--- config.mk ---
export PLATFORM = sky130hd
export DESIGN_NAME = stream_sequencer
export DESIGN_NICKNAME = d
export VERILOG_FILES = /design/src/rtl/stream_sequencer.sv
export SDC_FILE = /design/constraint.sdc
export NUM_CORES = 1
export LEC_CHECK = 0
export CORE_ASPECT_RATIO = 0.8
export CORE_UTILIZATION = 40
export CTS_CLUSTER_SIZE = 25
export DETAILED_ROUTE_END_ITERATION = 8
export PLACE_DENSITY_LB_ADDON = 0.25
export SYNTH_ARGS = -nofsm -noshare
export SYNTH_HDL_FRONTEND = slang
export SYNTH_SLANG_ARGS = --single-unit
--- constraint.sdc ---
create_clock -name clk -period 1.9 [get_ports clk]
set_input_delay 0.19 -clock clk [delete_from_list [all_inputs] [get_ports clk]]
set_output_delay 0.19 -clock clk [all_outputs]
set_load 0.03 [all_outputs]
--- src/rtl/stream_sequencer.sv ---
// Frame sequencer: drives datapath en, syncs and mode from a valid/ready pixel stream; en/in_ready/out_valid are combinational.
// Stalls the datapath when a filled pipe meets out_ready=0; frame_done/frame_err pulse one cycle after their en-cycle.
module stream_sequencer #(
  parameter int FRAME_WIDTH  = 640,
  parameter int FRAME_HEIGHT = 480,
  parameter int LATENCY      = 2*FRAME_WIDTH+4,
  parameter int WORD_SIZE    = 8
) (
  input  logic                 clk,
  input  logic                 reset_n,
  input  logic                 in_valid,
  input  logic                 in_vsync,
  output logic                 in_ready,
  input  logic                 out_ready,
  input  logic [WORD_SIZE-1:0] mode_req,
  output logic                 en,
  output logic                 dp_hsync,
  output logic                 dp_vsync,
  output logic                 dp_bubble,
  output logic [WORD_SIZE-1:0] mode,
  output logic                 out_valid,
  output logic                 frame_done,
  output logic                 frame_err
);

  localparam int NPIX = FRAME_WIDTH * FRAME_HEIGHT;
  localparam int CW   = $clog2(FRAME_WIDTH);
  localparam int PW   = $clog2(NPIX);
  localparam int FW   = $clog2(LATENCY + 1);
  localparam int DW   = (LATENCY > 1) ? $clog2(LATENCY) : 1;

  localparam logic [CW-1:0] COL_LAST = CW'(FRAME_WIDTH - 1);
  localparam logic [PW-1:0] PIX_LAST = PW'(NPIX - 1);
  localparam logic [FW-1:0] FILL_MAX = FW'(LATENCY);
  localparam logic [DW-1:0] DRN_LAST = DW'(LATENCY - 1);

  typedef enum logic [1:0] {
    IDLE,
    RUN,
    DRAIN
  } state_t;

  state_t        state;
  logic [CW-1:0] col;
  logic [PW-1:0] pix;
  logic [FW-1:0] fill;
  logic [DW-1:0] drn;

  logic sof;
  logic run_en;
  logic drain_en;
  logic filled;

  // A vsync pixel always restarts the frame, even mid-frame, so it bypasses backpressure.
  always_comb begin
    sof       = 1'b0;
    run_en    = 1'b0;
    drain_en  = 1'b0;
    in_ready  = 1'b0;
    dp_bubble = 1'b0;
    filled    = (fill >= FILL_MAX);
    unique case (state)
      IDLE: begin
        in_ready = 1'b1;
        sof      = in_valid & in_vsync;
      end
      RUN: begin
        sof      = in_valid & in_vsync;
        in_ready = sof | ~filled | out_ready;
        run_en   = in_valid & in_ready & ~in_vsync;
      end
      DRAIN: begin
        dp_bubble = 1'b1;
        drain_en  = out_ready;
      end
      default: begin
        in_ready = 1'b0;
      end
    endcase
    en        = sof | run_en | drain_en;
    dp_vsync  = sof;
    dp_hsync  = sof | (run_en & (col == '0));
    // Results still in flight when a frame restarts belong to the abandoned frame.
    out_valid = en & ~sof & filled;
  end

  always_ff @(posedge clk or negedge reset_n) begin
    if (!reset_n) begin
      state      <= IDLE;
      col        <= '0;
      pix        <= '0;
      fill       <= '0;
      drn        <= '0;
      mode       <= '0;
      frame_done <= 1'b0;
      frame_err  <= 1'b0;
    end else begin
      frame_done <= 1'b0;
      frame_err  <= 1'b0;
      if (sof) begin
        frame_err <= (state == RUN);
        state     <= RUN;
        mode      <= mode_req;
        col       <= CW'(1);
        pix       <= PW'(1);
        fill      <= FW'(1);
        drn       <= '0;
      end else if (run_en) begin
        col <= (col == COL_LAST) ? '0 : col + CW'(1);
        pix <= pix + PW'(1);
        if (!filled) begin
          fill <= fill + FW'(1);
        end
        if (pix == PIX_LAST) begin
          state <= DRAIN;
          drn   <= '0;
        end
      end else if (drain_en) begin
        if (drn == DRN_LAST) begin
          state      <= IDLE;
          frame_done <= 1'b1;
        end else begin
          drn <= drn + DW'(1);
        end
      end
    end
  end

endmodule
==> run summary, run 1 <==
Status = complete, but fails checks
Ranking of synthesized cells by area = dfrtp_1, nand2_1, a21oi_1
PD cells = 697.9 nW/µm²
Non-Filler Instances = 560
DR DRC count = 0
Clock sink total = 63
CTS tree = built
# diodes = 0
Synth Area in Compound Gates = 14.43%
DP Area = 4075 µm²
Setup TNS Final = -10.83 ns
R2R Setup Slk = -0.38 ns
Ys flop type = dfrtp_1
R2R cell count = 7
Syn_area_per_cell = 9.180 µm²
Vias/cell = 5.532
# H-tree levels = 3
Launch point of the worst path = fill[4]
CTS Root Cell = clkbuf_8
Clk pin slew, worst setup/hold paths = 0.07 ns
Reg2reg end = pix[18]
Setup WS pre-CTS = -0.3160 ns
First drt pass iteration count = 4
Post-synthesis mux area share = 2.430%
Largest net degree at the start of global routing = 39
Synth Area in XOR/XNOR = 1.860%
Sw frac = 27.35%
Period utilization = 121.4%
Post-Synth Adder-Cell Area = 2.278%
Yosys reg bits = 63
YS warnings = 0
Setup crit end = out_valid
Post-Place Cells = 527
Crit path DAT = 2.12 ns
TritonCTS Buffers = 9
Initial Utilization = 41.47%
IO Pins = 29
Skew final = 0.008555 ns
Largest family of logic cells by synthesized area = simple AND/OR/NAND/NOR gates
Total Nets Final = 467
First-pass GRT wire length = 14,060 µm
Fin. Hold Viols = 0
GR Util All Layers = 21.25%
Layout area overhead = 46.58%
Post-synthesis simple-gate area fraction = 27.94%
Pint = 2449 µW
Sequential share of power = 44.8%
Routed Antenna Nets = 0
Core box area = 7946 µm²
Clock share of power = 37.7%
Total Wirelength = 8972 µm
Wire length per cell = 16.02 µm
Initial antenna violation count = 0
Final Wtd Congestion = 0.8349
Worst rel slew slack = 69.63%
Die area = 8608 µm²
Worst EP required = 1.71 ns
Netlist cell types = 45
Setup repair after global routing missed its margin = yes
# rows = 29
Leading cell type in the layout, fill and taps excluded = dfrtp_1
Share of layout cells above drive strength 1 = 30.31%
Post-synthesis async set-or-reset flop share = 100.0%
Final setup margin = -0.4060 ns
Comb power frac = 17.6%
# Max-Cap Violations = 0
I/O Buffers = 28
Post-synth net total = 378
Commonest non-fill, non-tap cells in the layout = dfrtp_1, nand2_1, buf_4
Psw = 922.2 µW
Hold crit path type = in -> async
Worst Setup End Kind = primary output
Number of global-route vias before repair = 3,013
Crit-path max FO = 4
Actual slew at the worst max-slew pin = 0.4556 ns
Cell area after synthesis = 3296 µm²
Post-synth top area cell = dfrtp_1
Worst-Skew Late Latency = 0.34 ns
Fin. max-slew vios = 0
Max Freq = 433.7 MHz
Worst setup SP type = flip-flop
Finished Cell Area = 4831 µm²
CP Class = reg -> out
Synthesized instance count = 359
Post-synth EDFFs = 0
Post-route minimum period = 2.306 ns
Clk buf depth = 2
Failing checks = setup timing
Worst r2r src = fill[4]
Worst ir drop on vdd = 454.4 µV
Total grt overflow = 0
Leakage = 0.002124 µW
Final HPWL DP = 5378 µm
Die Y = 83.19 µm
Via total after detailed routing = 3,098
# setup viols final = 46
Chip width = 103.5 µm
Number of DRC markers in iteration 0 = 139
Register area share after synthesis = 47.84%
Synth top area share = 47.84%
metrics by stage:
stage / total power, µW / utilization, % / hold WS [ns]
global placement: 1999 / 51.28 / 0.01660
detailed placement: 2012 / 51.28 / 0.01654
floorplan: 1787 / - / -0.1056
finish: 3372 / 60.79 / 0.1971
global route: 3518 / 60.79 / 0.1956
CTS: 3327 / 57.06 / 0.1904
what timing repair did:
action                     4_1_cts  5_1_grt
setup endpoints to repair       48       58
hold endpoints to repair        63        0
pin swaps                       18       14
hold buffers                     1        0
gates cloned                     1        2
setup buffers                    9        9
gates resized for setup         35       44
synthesized netlist by cell type (6+ instances only):
cell type / count
nor3_1: 7
dfrtp_1: 63
mux2i_1: 8
and3_1: 13
a21oi_1: 26
o31ai_1: 10
ha_1: 6
inv_1: 12
or3_1: 8
nand2_1: 64
nand4_1: 14
nand3_1: 18
o21ai_0: 13
a31oi_1: 13
clkbuf_1: 10
nor2_1: 14
or4_1: 6
worst min-delay path by stage:
stage,startpoint,to,slack (ns),cells past startpoint
floorplan,reset_n,col[0],-0.11,0
global placement,reset_n,drn[6],0.02,1
detailed placement,reset_n,drn[6],0.02,1
CTS,reset_n,drn[6],0.19,2
global route,reset_n,drn[6],0.20,2
finish,reset_n,drn[6],0.20,2
worst max-delay path, stage by stage (launching register included):
cell and delay, ns:
dfrtp_1 0.38, or4_4 0.56, o211ai_4 0.21, buf_6 0.15, nand3_4 0.08, buf_6 0.14
a21oi_4 0.12, buf_6 0.14
routing by layer:
| metal | up-vias | track usage [%] | part of all wire [%] |
|---|---|---|---|
| met5 | - | 0 | 0 |
| met4 | 0 | 7.426 | 1.8 |
| met3 | 15 | 6.229 | 4.5 |
| met2 | 76 | 31.49 | 46 |
| met1 | 1512 | 29.45 | 48 |
| li1 | 1495 | - | - |
cell type report:
type,count,area (µm²)
well taps,108,135.1
inverters,12,48.80
multi-input cells,271,1983
fillers,645,3115
clock buffers,11,141.4
clock inverters,4,70.07
flip-flops and latches,63,1577
repair buffers,91,875.8
sequential cells by signal, indices dropped and copies added (netlist names):
name        flops
col            10
drn            11
fill           11
frame_done      1
frame_err       1
mode            8
pix            19
state           2
power groups by stage:
stage	Combinational, µW	Clock, µW	Sequential (µW)
after floorplan	231	0	1560
after global placement	477	0	1520
after detailed placement	488	0	1520
after CTS	530	1300	1500
after global routing	645	1350	1520
final	592	1270	1510
cell families after synthesis:
family                     after synthesis
muxes                                    8
adders and majority gates                6
and+or+nand+nor                        173
xor gates and xnor gates                 7
DFF                                     63
buffers and inverters                   26
AOI/OAI and AO/OA                       76
Power figures use the tool's default switching activity.
==> inputs of run 2 (changes only) <==
RECOVER_POWER = 100   (was unset)
TNS_END_PERCENT = 20   (was unset)
==> run summary, run 2 (synthesized netlist as in run 1, its figures left out) <==
Status = complete, but fails checks
Failing checks = setup timing
Actual slew at the worst max-slew pin = 1.175 ns
Max reg flops = 19
Number of DRC markers in iteration 0 = 142
# diodes = 0
Leading cell type in the layout, fill and taps excluded = dfrtp_1
Number of global-route vias before repair = 2,861
Clk pin slew, worst setup/hold paths = 0.07 ns
Non-Filler Instances = 552
Share of layout cells above drive strength 1 = 25.00%
I/O Buffers = 28
Total Nets Final = 458
Buf/Inv on CP = 2
Vias/cell = 5.440
# H-tree levels = 3
Layout area overhead = 35.46%
Max Freq = 451.0 MHz
Clock sink total = 63
CTS Root Cell = clkbuf_8
Hold crit path type = in -> reg
Setup WS pre-CTS = -0.3272 ns
Leakage = 0.002037 µW
Die area = 8608 µm²
CTS tree = built
Fin. Hold Viols = 0
Setup repair after global routing missed its margin = yes
Crit-path max FO = 4
Post-route minimum period = 2.217 ns
Worst rel slew slack = 21.66%
Skew final = 0.01164 ns
# rows = 29
Worst ir drop on vdd = 446.2 µV
IO Pins = 29
# setup viols final = 44
Via total after detailed routing = 3,003
Worst Setup End Kind = primary output
Worst-Skew Late Latency = 0.35 ns
Worst setup SP type = flip-flop
GR Util All Layers = 20.14%
DR DRC count = 0
Die Y = 83.19 µm
Final Wtd Congestion = 0.7843
Largest net degree at the start of global routing = 43
PD cells = 711.2 nW/µm²
Final Power = 3175 µW
Total Wirelength = 8079 µm
Fin. max-slew vios = 0
First-pass GRT wire length = 13,610 µm
Worst path max stage delay = 0.56 ns
R2R Setup Slk = -0.30 ns
Worst-path cell chain = or4_4 -> o211ai_4 -> buf_6 -> nand3_4 -> o21ai_4 -> buf_6
CP most frequent cell = buf_6
Worst path slowest cell = or4_4
Wire length per cell = 14.64 µm
FILL cells = 686
TritonCTS Buffers = 9
Initial Utilization = 41.47%
Final setup margin = -0.3174 ns
Routed Antenna Nets = 0
Final HPWL DP = 5345 µm
Clk buf depth = 2
Crit path DAT = 2.03 ns
Chip width = 103.5 µm
Total grt overflow = 0
Initial antenna violation count = 0
Core box area = 7946 µm²
Register name with the most flops = pix
Post-Place Cells = 526
First drt pass iteration count = 4
# Max-Cap Violations = 0
Period utilization = 116.7%
CP Class = reg -> out
Worst EP required = 1.71 ns
Top Registers = pix x19, drn x11, fill x11
Commonest non-fill, non-tap cells in the layout = dfrtp_1, nand2_1, buf_4
Critical path's top delay family = simple AND/OR/NAND/NOR gates
## run 2: cell count changes in the layout (fill, tap and decap cells not counted), moves of 5 or more
cell,change
buf_6,-11
clkdlybuf4s50_1,-10
dlygate4sd3_1,+10
a21oi_1,+5
a21oi_2,-5
## run 2: metal layers
layer / share of wire, % / global-route usage (%) / vias to the layer above
met5: 0 / 0 / -
met3: 4.5 / 4.377 / 6
met1: 50 / 29.66 / 1452
li1: - / - / 1473
met4: 0.76 / 5.506 / 0
met2: 45 / 29.74 / 72
## run 2: worst register-to-register path, stage by stage, from the launching register on
cell,delay [ns]
dfrtp_1,0.38
or4_4,0.56
o211ai_4,0.20
buf_4,0.17
nand4_2,0.09
buf_4,0.17
or4_1,0.41
a21oi_2,0.16
## run 2: final timing paths
| kind | to | cells after the start | start |
|---|---|---|---|
| worst min-delay path | mode[4] | 3 | mode_req[4] |
| worst min register to register | mode[5] | 2 | mode[5] |
| worst max register to register | pix[15] | 7 | fill[5] |
| min in group asynchronous | drn[3] | 3 | reset_n |
| worst max-delay path | dp_hsync | 6 | fill[5] |
| max in group asynchronous | pix[14] | 3 | reset_n |
## run 2: stage by stage
step / utilization (%) / instance area (µm²) / setup TNS, ns / hold slack, ns
floorplan: - / 3327 / -1.713 / -0.1056
global placement: 50.83 / 4039 / -5.866 / 0.1946
detailed placement: 50.83 / 4039 / -7.803 / 0.1963
CTS: 55.28 / 4393 / -8.157 / 0.3520
global route: 56.18 / 4464 / -10.36 / 0.3721
finish: 56.18 / 4464 / -6.371 / 0.3686
## run 2: power breakdown
| part | leakage, µW | internal [µW] | switching [µW] |
|---|---|---|---|
| clock | 0.000100 | 636 | 532 |
| combinational | 0.00109 | 222 | 288 |
| sequential | 0.000845 | 1420 | 78.9 |
## run 2: cell type report
cell class	instances	area [µm²]	area share [%]
repair buffers	83	720.7	16.14
clock inverters	4	45.04	1.009
flip-flops and latches	63	1577	35.31
multi-input cells	270	1795	40.22
well taps	108	135.1	3.027
inverters	12	46.29	1.037
clock buffers	12	145.1	3.251
## run 2: repair_timing
item	4_1_cts	5_1_grt
cloned	0	1
setup endpoints to repair	47	58
pin swaps	12	10
setup buffers	7	2
hold buffers	1	0
gates resized for setup	28	20
hold endpoints to repair	63	0
==> inputs of run 3 (changes only) <==
CTS_CLUSTER_SIZE = unset   (was 25)
==> results of run 3 <==
Same layout as run 2: the final DEF is identical, and so are final timing and power.
